$ cat src/rtl/writeback_arbiter_pkg.sv
// Shared core definitions for the writeback arbiter: widths, default
// long-result queue depth, the queue entry layout and a label helper.
package writeback_arbiter_pkg;

    localparam int WB_DEPTH = 4;
    localparam int LABEL_W  = 5;
    localparam int DATA_W   = 32;

    typedef logic [LABEL_W-1:0] label_t;
    typedef logic [DATA_W-1:0]  data_t;

    typedef struct packed {
        label_t label;
        data_t  data;
        logic   live;
    } wb_entry_t;

    localparam label_t    LABEL_ZERO    = {LABEL_W{1'b0}};
    localparam data_t     DATA_ZERO     = {DATA_W{1'b0}};
    localparam wb_entry_t WB_ENTRY_ZERO = '{label: {LABEL_W{1'b0}},
                                            data:  {DATA_W{1'b0}},
                                            live:  1'b0};

    // Register x0 is hardwired, so a zero label never names a real destination.
    function automatic logic label_hit(input label_t entry_label, input label_t query_label);
        return (entry_label == query_label) && (query_label != LABEL_ZERO);
    endfunction

endpackage

$ cat src/rtl/writeback_arbiter_fifo.sv
// Long-result queue: label, data and live bit per entry. A main-pipeline
// write to the same register kills matching entries so the stale long
// result is discarded when it reaches the head.
module wb_long_fifo
    import writeback_arbiter_pkg::*;
#(
    parameter int DEPTH = WB_DEPTH
) (
    input  logic                     clk_i,
    input  logic                     rst_i,
    input  logic                     push_i,
    input  label_t                   push_label_i,
    input  data_t                    push_data_i,
    input  logic                     pop_i,
    input  logic                     kill_i,
    input  label_t                   kill_label_i,
    input  label_t                   rs1_label_i,
    input  label_t                   rs2_label_i,
    output label_t                   head_label_o,
    output data_t                    head_data_o,
    output logic                     head_live_o,
    output logic                     empty_o,
    output logic                     full_o,
    output logic [$clog2(DEPTH):0]   count_o,
    output logic                     hazard_o
);

    localparam int PW = $clog2(DEPTH);
    localparam int CW = $clog2(DEPTH) + 1;
    localparam logic [PW-1:0] PTR_ONE  = PW'(1);
    localparam logic [PW-1:0] PTR_ZERO = {PW{1'b0}};
    localparam logic [CW-1:0] CNT_ONE  = CW'(1);
    localparam logic [CW-1:0] CNT_ZERO = {CW{1'b0}};
    localparam logic [CW-1:0] CNT_FULL = CW'(DEPTH);

    wb_entry_t       entry_r [DEPTH];
    logic [PW-1:0]   wr_ptr_r;
    logic [PW-1:0]   rd_ptr_r;
    logic [CW-1:0]   count_r;
    logic            push_ok_s;
    logic            pop_ok_s;
    logic            hazard_s;

    assign empty_o      = (count_r == CNT_ZERO);
    assign full_o       = (count_r == CNT_FULL);
    assign count_o      = count_r;
    assign head_label_o = entry_r[rd_ptr_r].label;
    assign head_data_o  = entry_r[rd_ptr_r].data;
    assign head_live_o  = entry_r[rd_ptr_r].live;
    assign hazard_o     = hazard_s;

    // Guard the handshakes locally so a misbehaving caller cannot corrupt occupancy.
    always_comb begin
        push_ok_s = push_i & ~full_o;
        pop_ok_s  = pop_i & ~empty_o;
    end

    // Entry storage, pointers and occupancy; kill, pop and push may all act in one cycle.
    always_ff @(posedge clk_i or negedge rst_i) begin
        if (!rst_i) begin
            wr_ptr_r <= PTR_ZERO;
            rd_ptr_r <= PTR_ZERO;
            count_r  <= CNT_ZERO;
            for (int i = 0; i < DEPTH; i++) begin
                entry_r[i] <= WB_ENTRY_ZERO;
            end
        end else begin
            if (kill_i) begin
                for (int i = 0; i < DEPTH; i++) begin
                    if (entry_r[i].label == kill_label_i) begin
                        entry_r[i].live <= 1'b0;
                    end
                end
            end
            if (pop_ok_s) begin
                entry_r[rd_ptr_r].live <= 1'b0;
                rd_ptr_r               <= rd_ptr_r + PTR_ONE;
            end
            if (push_ok_s) begin
                entry_r[wr_ptr_r] <= '{label: push_label_i, data: push_data_i, live: 1'b1};
                wr_ptr_r          <= wr_ptr_r + PTR_ONE;
            end
            case ({push_ok_s, pop_ok_s})
                2'b10:   count_r <= count_r + CNT_ONE;
                2'b01:   count_r <= count_r - CNT_ONE;
                default: count_r <= count_r;
            endcase
        end
    end

    // Scoreboard query: any live entry naming either decode source register.
    always_comb begin
        hazard_s = 1'b0;
        for (int i = 0; i < DEPTH; i++) begin
            if (entry_r[i].live &&
                (label_hit(entry_r[i].label, rs1_label_i) ||
                 label_hit(entry_r[i].label, rs2_label_i))) begin
                hazard_s = 1'b1;
            end else begin
                hazard_s = hazard_s;
            end
        end
    end

endmodule

$ cat src/rtl/writeback_arbiter.sv
// Register-file writeback arbiter: the in-order pipeline result always wins
// the single write port; completed long (mul/div) results wait in a queue
// and drain in idle cycles. The write port is registered.
module writeback_arbiter
    import writeback_arbiter_pkg::*;
#(
    parameter int DEPTH = WB_DEPTH
) (
    input  logic                     clk_i,
    input  logic                     rst_i,
    input  logic                     main_valid_i,
    input  logic                     main_wb_en_i,
    input  logic [LABEL_W-1:0]       main_rd_label_i,
    input  logic [DATA_W-1:0]        main_rd_data_i,
    input  logic                     long_valid_i,
    input  logic [LABEL_W-1:0]       long_rd_label_i,
    input  logic [DATA_W-1:0]        long_rd_data_i,
    output logic                     long_ready_o,
    input  logic [LABEL_W-1:0]       rs1_label_i,
    input  logic [LABEL_W-1:0]       rs2_label_i,
    output logic                     pending_hazard_o,
    output logic                     rd_enable_o,
    output logic [LABEL_W-1:0]       rd_label_o,
    output logic [DATA_W-1:0]        rd_data_o,
    output logic                     busy_o,
    output logic [$clog2(DEPTH):0]   count_o
);

    logic    main_act_s;
    logic    push_s;
    logic    pop_s;
    logic    fifo_empty_s;
    logic    fifo_full_s;
    logic    head_live_s;
    label_t  head_label_s;
    data_t   head_data_s;

    // Port arbitration: main never stalls; the queue head drains only in main-idle cycles.
    always_comb begin
        main_act_s   = main_valid_i & main_wb_en_i & (main_rd_label_i != LABEL_ZERO);
        long_ready_o = ~fifo_full_s;
        // A zero-label long result completes its handshake but is not stored.
        push_s       = long_valid_i & ~fifo_full_s & (long_rd_label_i != LABEL_ZERO);
        pop_s        = ~main_act_s & ~fifo_empty_s;
        busy_o       = ~fifo_empty_s;
    end

    wb_long_fifo #(
        .DEPTH (DEPTH)
    ) u_long_fifo (
        .clk_i        (clk_i),
        .rst_i        (rst_i),
        .push_i       (push_s),
        .push_label_i (long_rd_label_i),
        .push_data_i  (long_rd_data_i),
        .pop_i        (pop_s),
        .kill_i       (main_act_s),
        .kill_label_i (main_rd_label_i),
        .rs1_label_i  (rs1_label_i),
        .rs2_label_i  (rs2_label_i),
        .head_label_o (head_label_s),
        .head_data_o  (head_data_s),
        .head_live_o  (head_live_s),
        .empty_o      (fifo_empty_s),
        .full_o       (fifo_full_s),
        .count_o      (count_o),
        .hazard_o     (pending_hazard_o)
    );

    // Registered write port; label/data hold their last value when nothing is written.
    always_ff @(posedge clk_i or negedge rst_i) begin
        if (!rst_i) begin
            rd_enable_o <= 1'b0;
            rd_label_o  <= LABEL_ZERO;
            rd_data_o   <= DATA_ZERO;
        end else if (main_act_s) begin
            rd_enable_o <= 1'b1;
            rd_label_o  <= main_rd_label_i;
            rd_data_o   <= main_rd_data_i;
        end else if (pop_s && head_live_s) begin
            rd_enable_o <= 1'b1;
            rd_label_o  <= head_label_s;
            rd_data_o   <= head_data_s;
        end else begin
            rd_enable_o <= 1'b0;
        end
    end

endmodule
$ cat config.mk
export PLATFORM = sky130hd
export DESIGN_NAME = writeback_arbiter
export DESIGN_NICKNAME = d
export VERILOG_FILES = /design/src/rtl/writeback_arbiter_pkg.sv /design/src/rtl/writeback_arbiter_fifo.sv /design/src/rtl/writeback_arbiter.sv
export SDC_FILE = /design/constraint.sdc
export NUM_CORES = 1
export LEC_CHECK = 0
export CORE_UTILIZATION = 58
export DETAILED_ROUTE_END_ITERATION = 6
export DONT_BUFFER_PORTS = 1
export PLACE_DENSITY = 0.76
export SYNTH_ARGS = -nofsm -noshare
export SYNTH_HDL_FRONTEND = slang
export SYNTH_HIERARCHICAL = 1
export SYNTH_SLANG_ARGS = --single-unit
$ cat constraint.sdc
create_clock -name clk_i -period 2 [get_ports clk_i]
set_input_delay 0.4 -clock clk_i [delete_from_list [all_inputs] [get_ports clk_i]]
set_output_delay 0.4 -clock clk_i [all_outputs]
set_load 0.02 [all_outputs]
==> summary.md <==
| Metric | Value |
|---|---|
| Outcome | `complete, but fails checks` |
| Failing checks | `hold timing, setup timing` |
| CP most frequent cell | `buf_6` |
| CTS Buffer Depth | `2` |
| Period utilisation layout | `1.138` |
| CP Cell Sequence | `buf_6 > xnor2_2 > nand3_1 > nor4_2 > o21ai_1 > nand4_1 > buf_6` |
| Max Cap Viol | `0` |
| Final Hold Viols | `~200` |
| Final ANT Viol Nets | `0` |
| DP HPWL | `~15000 um` |
| Layout Nets | `a little over 800` |
| Slowest-stage cell, CP | `dfrtp_1` |
| Starting DRT DRC Count | `313` |
| DRC errors left | `0` |
| Reg2reg end | `rd_data_o[10]` |
| Commonest non-fill, non-tap cell in the layout | `dfrtp_1` |
| Num CTS Buffers | `17` |
| Number of buffers and inverters on the critical path | `2` |
| DR WL/cell | `about 24 um` |
| Cells after Synth | `roughly 660` |
| Core area | `around 17000 um2` |
| Pleak | `between 5 and 6 nW` |
| FP Rows | `between 40 and 50` |
| Synth warn | `6` |
| Synth Net Count | `756` |
| Worst path required time | `between 1.5 and 2 ns` |
| R2R Setup Slk | `-0.01 ns` |
| CP max stage delay | `just over 0.4 ns` |
| # IOs | `around 130` |
| Reg clk slew, reported paths | `0.07 ns` |
| Avg Cell Area, Syn | `between 15 and 20 um2` |
| Sequential fraction of the synthesis area | `0.4817` |
| CP Max Fanout | `2` |
| Chip width | `about 130 um` |
| Max H-tree Level | `4` |
| Delay-heaviest family, CP | `simple AND/OR/NAND/NOR gates` |
| Port Buf Inserts | `0` |
| Grt total ovfl | `0` |
| Synth cell types | `38` |
| Final hold slack | `-0.3461 ns` |
| CP Launch Type | `register` |
| VDD IR max | `about 0.0010 V` |
| CTS root buffer | `clkbuf_16` |
| Area grow syn2layout | `15.29%` |
| Fmax | `about 440 MHz` |
| Vias | `5650` |
| Final total power | `22.84 mW` |
| Largest cells by area after synthesis | `dfrtp_1 (48%), mux2_4 (16%), mux2_2 (11%)` |
| Final Setup Violations | `2` |
| Synth area leader | `dfrtp_1` |
| Least-Margin Pin Slew | `between 0.6 and 0.7 ns` |
| DIE AREA | `18180 um2` |
| Clk sink count | `about 200` |
| RD Place Congestion | `approximately 0.93` |
| Worst setup slack after layout | `-0.2756 ns` |
| Die Span Y | `between 100 and 150 um` |
| Crit path arrival time | `~1.9 ns` |
| Via/cell ratio | `about 5.9` |
| Layout Skew | `approximately 0.011 ns` |
| FF-to-FF Start | `u_long_fifo/rd_ptr_r[1]` |
| Relative slew slack | `0.5500` |
| Largest net degree at the start of global routing | `198` |
| Register bit total from synthesis | `197` |
| Vias in the first global route | `just over 6000` |
| FILL cells | `between 1000 and 1500` |
| Setup CP Type | `reg2out` |
| Most frequent cells in the layout | `dfrtp_1 (188), mux2_4 (126), mux2_2 (86)` |
| GRT Overall Usage | `0.2581` |
| RSZ-0062 raised after global routing | `yes` |
| CP endpoint kind | `output pin` |
| Cell area after layout | `about 12000 um2` |
| First-pass GRT wire length | `between 30000 and 40000 um` |
| Max Slew Vio Count | `0` |
| Initial antenna violation count | `0` |
| DR pass1 iterations | `4` |
| Initial Util | `0.5938` |
| Hold crit path type | `in2async` |
| Wirelength, routed | `around 23000 um` |
| Yosys top cell area share | `0.4817` |
| Post-route minimum period | `~2.3 ns` |
| Worst Reg-to-Reg Cells | `6` |
| Clock Latency Late Sink | `~0.44 ns` |
| Ant. Diodes | `0` |
| Placed inst area | `roughly 11000 um2` |
| Synth Cell Area | `approximately 10000 um2` |
| TritonCTS clock tree | `yes` |
| Cell Pwr Density | `between 1500 and 2000 nW/um2` |
| Layout cells sized above 1 | `0.5742` |
==> metal layers <==
metal,vias up,part of all wire,track usage
li1,2488,-,-
met3,41,0.043,0.05405
met2,148,0.51,0.4281
met1,2973,0.43,0.3369
met4,0,0.023,0.09238
met5,-,0,0
==> per-stage QoR <==
step	setup WS, ns	utilization	TNS [ns]	hold slack [ns]	instances
after global routing	-0.3406	0.6846	-0.6051	-0.3641	953
after CTS	-0.2188	0.6768	-0.2521	-0.3577	946
after detailed placement	-0.3414	0.6267	-21.32	0.1095	900
after global placement	-0.3286	0.6267	-18.73	0.1096	900
after floorplan	-0.4609	-	-4.052	0.1044	657
final	-0.2756	0.6846	-0.2812	-0.3461	953
==> synthesized netlist by cell type <==
cell type  count
a21o_1         1
a32oi_1        4
and3_4         1
buf_1          1
buf_12         4
buf_2         13
buf_6         12
buf_8          5
clkbuf_1       9
dfrtp_1      197
fa_1           1
ha_1           9
inv_1         10
inv_2          2
mux2_1         4
mux2_2       100
mux2_4       108
mux2i_1        5
mux4_2        38
nand2_1       13
nand2_4        4
nand2b_4       1
nand3_1       12
nand4_1        1
nor2_1         5
nor2b_1        1
nor2b_4        1
nor3_1         1
nor4_1        12
nor4_2         1
o21ai_0        7
o21ai_2        4
o22ai_1        1
o311a_1        1
or3_1          1
or4_1          2
xnor2_1       31
xor2_1        34
==> cells by family (layout without fill, tap and decap cells) <==
logic type,Yosys count,after routing,synth area share
buffers and inverters,56,127,0.04279
DFF,197,197,0.4817
and+or+nand+nor,56,56,0.03301
AOI/OAI and AO/OA,18,18,0.01259
adders and majority gates,10,10,0.01296
xor gates and xnor gates,65,65,0.05562
muxes,255,255,0.3614
==> area by class of cell <==
cell class                 count  area [um2]  area share
clock inverter                13       118.9     0.01007
tap                          225       281.5     0.02386
timing repair buffer          83       843.3     0.07147
sequential                   197        4941      0.4187
clock buffer                  19       442.9     0.03754
inverter                      12       52.55    0.004453
multi-input combinational    404        5120      0.4339
==> how the worst max path moves through the flow <==
stage,depth (start not counted),start,endpoint
2_1_floorplan,14,main_rd_label_i[2],u_long_fifo/count_o[2]
3_3_place_gp,11,main_rd_label_i[2],u_long_fifo/count_o[2]
3_5_place_dp,11,main_rd_label_i[2],u_long_fifo/count_o[2]
4_1_cts,7,u_long_fifo/entry_r[112],pending_hazard_o
5_1_grt,7,u_long_fifo/entry_r[113],pending_hazard_o
6_report,7,u_long_fifo/entry_r[113],pending_hazard_o
==> flip-flops by register name, indices dropped and copies added (netlist names) <==
name and count:
rd_data_o 32, u_long_fifo/wr_ptr_r 2, rd_enable_o 1, u_long_fifo/entry_r 152
rd_label_o 5, u_long_fifo/rd_ptr_r 2, u_long_fifo/count_o 3
==> timing repair <==
item | 4_1_cts | 5_1_grt
pin swaps | 15 | 15
endpoints found under the hold margin | 197 | 197
gates resized for setup | 37 | 24
setup endpoints to repair | 34 | 27
setup buffers | 13 | 8
gates cloned | 1 | 0
==> power by group <==
| part | switching (mW) | internal [mW] |
|---|---|---|
| Clock | 1.61 | 1.67 |
| Combinational | 4.15 | 7.39 |
| Sequential | 1.92 | 6.09 |
| Total | 7.68 | 15.2 |
Power figures use the tool's default switching activity.
==> RTL edit 1, RTL diff (config.mk and constraints unchanged) <==
Put a register stage on the output `count_o`, with the module's reset. The value now appears one clock later. The other outputs are not delayed to match.
--- a/src/rtl/writeback_arbiter.sv
+++ b/src/rtl/writeback_arbiter.sv
@@ -25,6 +25,8 @@
     output logic                     busy_o,
     output logic [$clog2(DEPTH):0]   count_o
 );
+
+    logic [$clog2(DEPTH):0] count_d;
 
     logic    main_act_s;
     logic    push_s;
@@ -63,7 +65,7 @@
         .head_live_o  (head_live_s),
         .empty_o      (fifo_empty_s),
         .full_o       (fifo_full_s),
-        .count_o      (count_o),
+        .count_o      (count_d),
         .hazard_o     (pending_hazard_o)
     );
 
@@ -86,4 +88,12 @@
         end
     end
 
+    always_ff @(posedge clk_i or negedge rst_i) begin
+        if (!rst_i) begin
+            count_o <= '0;
+        end else begin
+            count_o <= count_d;
+        end
+    end
+
 endmodule
Check against the original RTL: not equivalent (a bounded check fails within 4 cycles, from zero or initial values and one cycle with rst_i low).
==> RTL edit 1 against the original RTL <==
  * The run still ends with negative hold slack, negative setup slack left
  * Wire length rose by 0.31%
  * Cell area rose by 0.78%
  * Worst setup slack improved by 0.079 ns
  * Register-to-register slack got worse by 0.05 ns
  * Sequential cell count rose by 3
  * Die area rose by 0.72%
  * Synthesized cell count rose by 0.46%
  * Total power rose by 1.8%
  * Final cell count fell by 0.84%
  * Global-route usage fell by 0.50 points
  * Area after synthesis rose by 0.73%
  * Critical path type unchanged
==> RTL edit 1: results <==
export IMPL_clkPwrFrac=0.147
export IMPL_worst_pin_slew_ns=0.723
export IMPL_vdd_ir_drop_worst_uv=1040
export IMPL_grt_util_met1=0.323
export IMPL_r2r_end="u_long_fifo/count_o[2]"
export IMPL_synthTopCellsByArea="dfrtp_1, mux2_4, mux2_2, mux4_2, xor2_1"
export IMPL_synth_cell_types=38
export IMPL_syn_num_nets=759
export IMPL_fillCellCount=1208
export IMPL_syn_avg_cell_area_um2=15.6
export IMPL_crit_path_top_delay_cell="dfrtp_2"
export IMPL_final_layout_size_suffix_gt1_frac=0.576
export IMPL_setup_viol=4
export IMPL_track_usage=0.253
export IMPL_grt_use_met2=0.427
export IMPL_avgViaCountPerCell=5.99
export IMPL_cp_slowest_stage_delay_ns=0.44
export IMPL_grt_pass1_wl_um=34600
export IMPL_wl_um=22600
export IMPL_finalHoldViolations=200
export IMPL_wl_met2_um=11400
export IMPL_antenna_cells=0
export IMPL_outcome="complete, but fails checks"
export IMPL_gp_congestion=0.896
export IMPL_use_met3=0.0614
export IMPL_dp_cells=885
export IMPL_p_int_mw=15.6
export IMPL_p_leak_nw=5.53
export IMPL_wl_met1_um=9730
export IMPL_initialDrtViolationCount=398
export IMPL_hpwlAfterDp_um=14700
export IMPL_crit_fanout=4
export IMPL_cts_setup_buffers=15
export IMPL_fin_skew_ns=0.0174
export IMPL_synth_seq_area_share=0.485
export IMPL_final_cells=945
export IMPL_fin_ws_ns=-0.197
export IMPL_hold_ws_ns=-0.345
export IMPL_grt_pass1_vias=6249
export IMPL_dr_wl_met3_um=1210
export IMPL_worstPathArrival_ns=1.80
export IMPL_netlist_top_cells_count="dfrtp_1, mux2_4, mux2_2"
export IMPL_post_place_ws_ns=-0.337
export IMPL_grt_max_degree=201
export IMPL_violations="negative hold slack, negative setup slack"
export IMPL_r2r_cells=12
export IMPL_cts_resized=34
==> RTL edit 1: cell count changes in the layout (fill, tap and decap cells not counted), sizes merged <==
cell | unedited run | this run
clkinv | 6 | 5
bufinv | 0 | 1
dfrtp | 197 | 200
buf | 83 | 69
inv | 18 | 17
clkbuf | 19 | 23
==> RTL edit 1: through the flow <==
step,TNS [ns],power (mW),hold slack (ns),instance area [um^2]
final,-0.362,23.2,-0.345,11900
after global routing,-1.52,24.3,-0.369,11900
after CTS,-0.316,22.1,-0.363,11600
after detailed placement,-22.22,18.0,0.109,10700
after global placement,-19.50,17.5,0.110,10700
after floorplan,-4.04,15.9,0.104,10400
==> RTL edit 1: logic make-up (layout without fill, tap and decap cells) <==
logic type,after synthesis,in the layout,synth area share
xor+xnor,65,65,0.0552
flops,200,200,0.485
simple gates,56,56,0.0328
mux,255,255,0.359
buf+inv,56,116,0.0425
compound gates,18,18,0.0125
fa+ha+maj,10,10,0.0129
==> RTL edit 1: worst register-to-register path, stage by stage (launching register included) <==
cell	delay [ns]
dfrtp_1	0.41
inv_2	0.07
and3_4	0.19
inv_2	0.04
o311a_1	0.11
nor2b_4	0.14
inv_2	0.06
ha_4	0.13
inv_2	0.03
fa_2	0.36
xor2_2	0.19
nor2_1	0.11
xor2_1	0.14
==> RTL edit 1: area by class of cell <==
| type | count | area (um^2) | area share |
|---|---|---|---|
| clock inverter | 12 | 131 | 0.0110 |
| multi-input combinational | 404 | 5150 | 0.433 |
| timing repair buffer | 72 | 776 | 0.0652 |
| sequential | 200 | 5030 | 0.423 |
| clock buffer | 20 | 467 | 0.0392 |
| inverter | 12 | 52.6 | 0.00442 |
| tap | 225 | 282 | 0.0237 |
==> RTL edit 2, RTL diff (same flow settings) <==
Made on the original files. The package constant `LABEL_W` goes from 5 to 10.
--- a/src/rtl/writeback_arbiter_pkg.sv
+++ b/src/rtl/writeback_arbiter_pkg.sv
@@ -3,7 +3,7 @@
 package writeback_arbiter_pkg;
 
     localparam int WB_DEPTH = 4;
-    localparam int LABEL_W  = 5;
+    localparam int LABEL_W  = 10;
     localparam int DATA_W   = 32;
 
     typedef logic [LABEL_W-1:0] label_t;
Interface: changed (5 resized); port bits go from 133 to 158. The function was not compared with the original's and may differ.
==> RTL edit 2 against the original RTL <==
  * The run still ends with negative hold slack, negative setup slack left
  * Critical endpoint unchanged
  * Worst setup slack lost 0.16 ns
  * Cell area grew 18%
  * Sequential share of layout area shrank 1.6 points
  * Wire length grew 31%
  * Final cell count grew 23%
  * Area after synthesis grew 13%
  * Critical path depth shrank 1
  * Synthesized cell count grew 27%
  * Total power grew 17%
  * Sequential cell count grew 25
==> RTL edit 2: results <==
export IMPL_dr_wl_met3_um=2320
export IMPL_p_comb_mw=13.0
export IMPL_cts_buffer_depth=3
export IMPL_synthToLayoutAreaGrowth_pct=20.4
export IMPL_gp_congestion=0.980
export IMPL_syn_num_nets=956
export IMPL_r2r_setup_slack_ns=-0.09
export IMPL_reg_top3="u_long_fifo/entry_r: 172 flops, rd_data_o: 32 flops, rd_label_o: 10 flops"
export IMPL_cts_htree_levels=1
export IMPL_wl_per_cell_um=25.3
export IMPL_buffer_area_frac=0.0786
export IMPL_clkLatencyLatePin_ns=0.51
export IMPL_place_area_um2=12400
export IMPL_avgViaCountPerCell=6.14
export IMPL_n_all_buffers=94
export IMPL_grt_pass1_vias=7854
export IMPL_dp_cells=1095
export IMPL_finalHoldViolations=222
export IMPL_cp_slowest_stage_delay_ns=0.46
export IMPL_r2r_end="u_long_fifo/count_o[2]"
export IMPL_setup_viol=35
export IMPL_outcome="complete, but fails checks"
export IMPL_pwr_share_seq=0.356
export IMPL_power_frac_comb=0.487
export IMPL_switching_power_mw=9.24
export IMPL_worstPathArrival_ns=2.03
export IMPL_p_leak_nw=5.82
export IMPL_inverters=10
export IMPL_seqCellArea_um2=5590
export IMPL_synthTopCellsByArea="dfrtp_1, mux2_1, xnor2_1, mux4_2, mux2_2"
export IMPL_grt_use_met2=0.467
export IMPL_fin_ws_ns=-0.433
export IMPL_grt_util_met1=0.388
export IMPL_seq_cells=222
export IMPL_initialDrtViolationCount=330
export IMPL_final_layout_size_suffix_gt1_frac=0.340
export IMPL_netlist_top_cells_count="dfrtp_1, mux2_1, xnor2_1"
export IMPL_syn_inst=837
export IMPL_timing_rr_start="u_long_fifo/count_o[0]"
export IMPL_r2r_cells=12
export IMPL_grt_max_degree=223
export IMPL_clkbuf_count=39
export IMPL_wl_met2_um=14400
export IMPL_numCtsBuffers=24
export IMPL_fin_nets=1008
export IMPL_hpwlAfterDp_um=19200
export IMPL_clock_area_frac=0.0535
export IMPL_fillCellCount=1257
export IMPL_violations="negative hold slack, negative setup slack"
export IMPL_track_usage=0.288
export IMPL_hold_ws_ns=-0.411
export IMPL_final_cells=1172
export IMPL_synth_seq_area_share=0.482
export IMPL_grt_pass1_wl_um=44600
export IMPL_post_place_ws_ns=-0.340
==> RTL edit 2: cell count changes after synthesis, sizes merged, moves of 16 or more <==
cell / delta
xnor2: +92
xor2: -32
dfrtp: +25
mux2: +24
nand4: +24
clkbuf: +16
==> RTL edit 2: kinds of logic after synthesis <==
| kind of cell | synth area share |
|---|---|
| flip-flops | 0.482 |
| adder cells (fa/ha/maj) | 0.0115 |
| AND/OR/NAND/NOR | 0.0485 |
| AO/OA/AOI/OAI | 0.00890 |
| multiplexers | 0.322 |
| buffers and inverters | 0.0315 |
| XOR/XNOR | 0.0950 |
==> RTL edit 2: timing repair <==
action                                  4_1_cts  5_1_grt
hold endpoints to repair                    222      222
pin swaps                                    19       14
endpoints found under the setup margin      107      177
cloned                                        4        8
buffers inserted                             17        7
resized for setup                            46       29
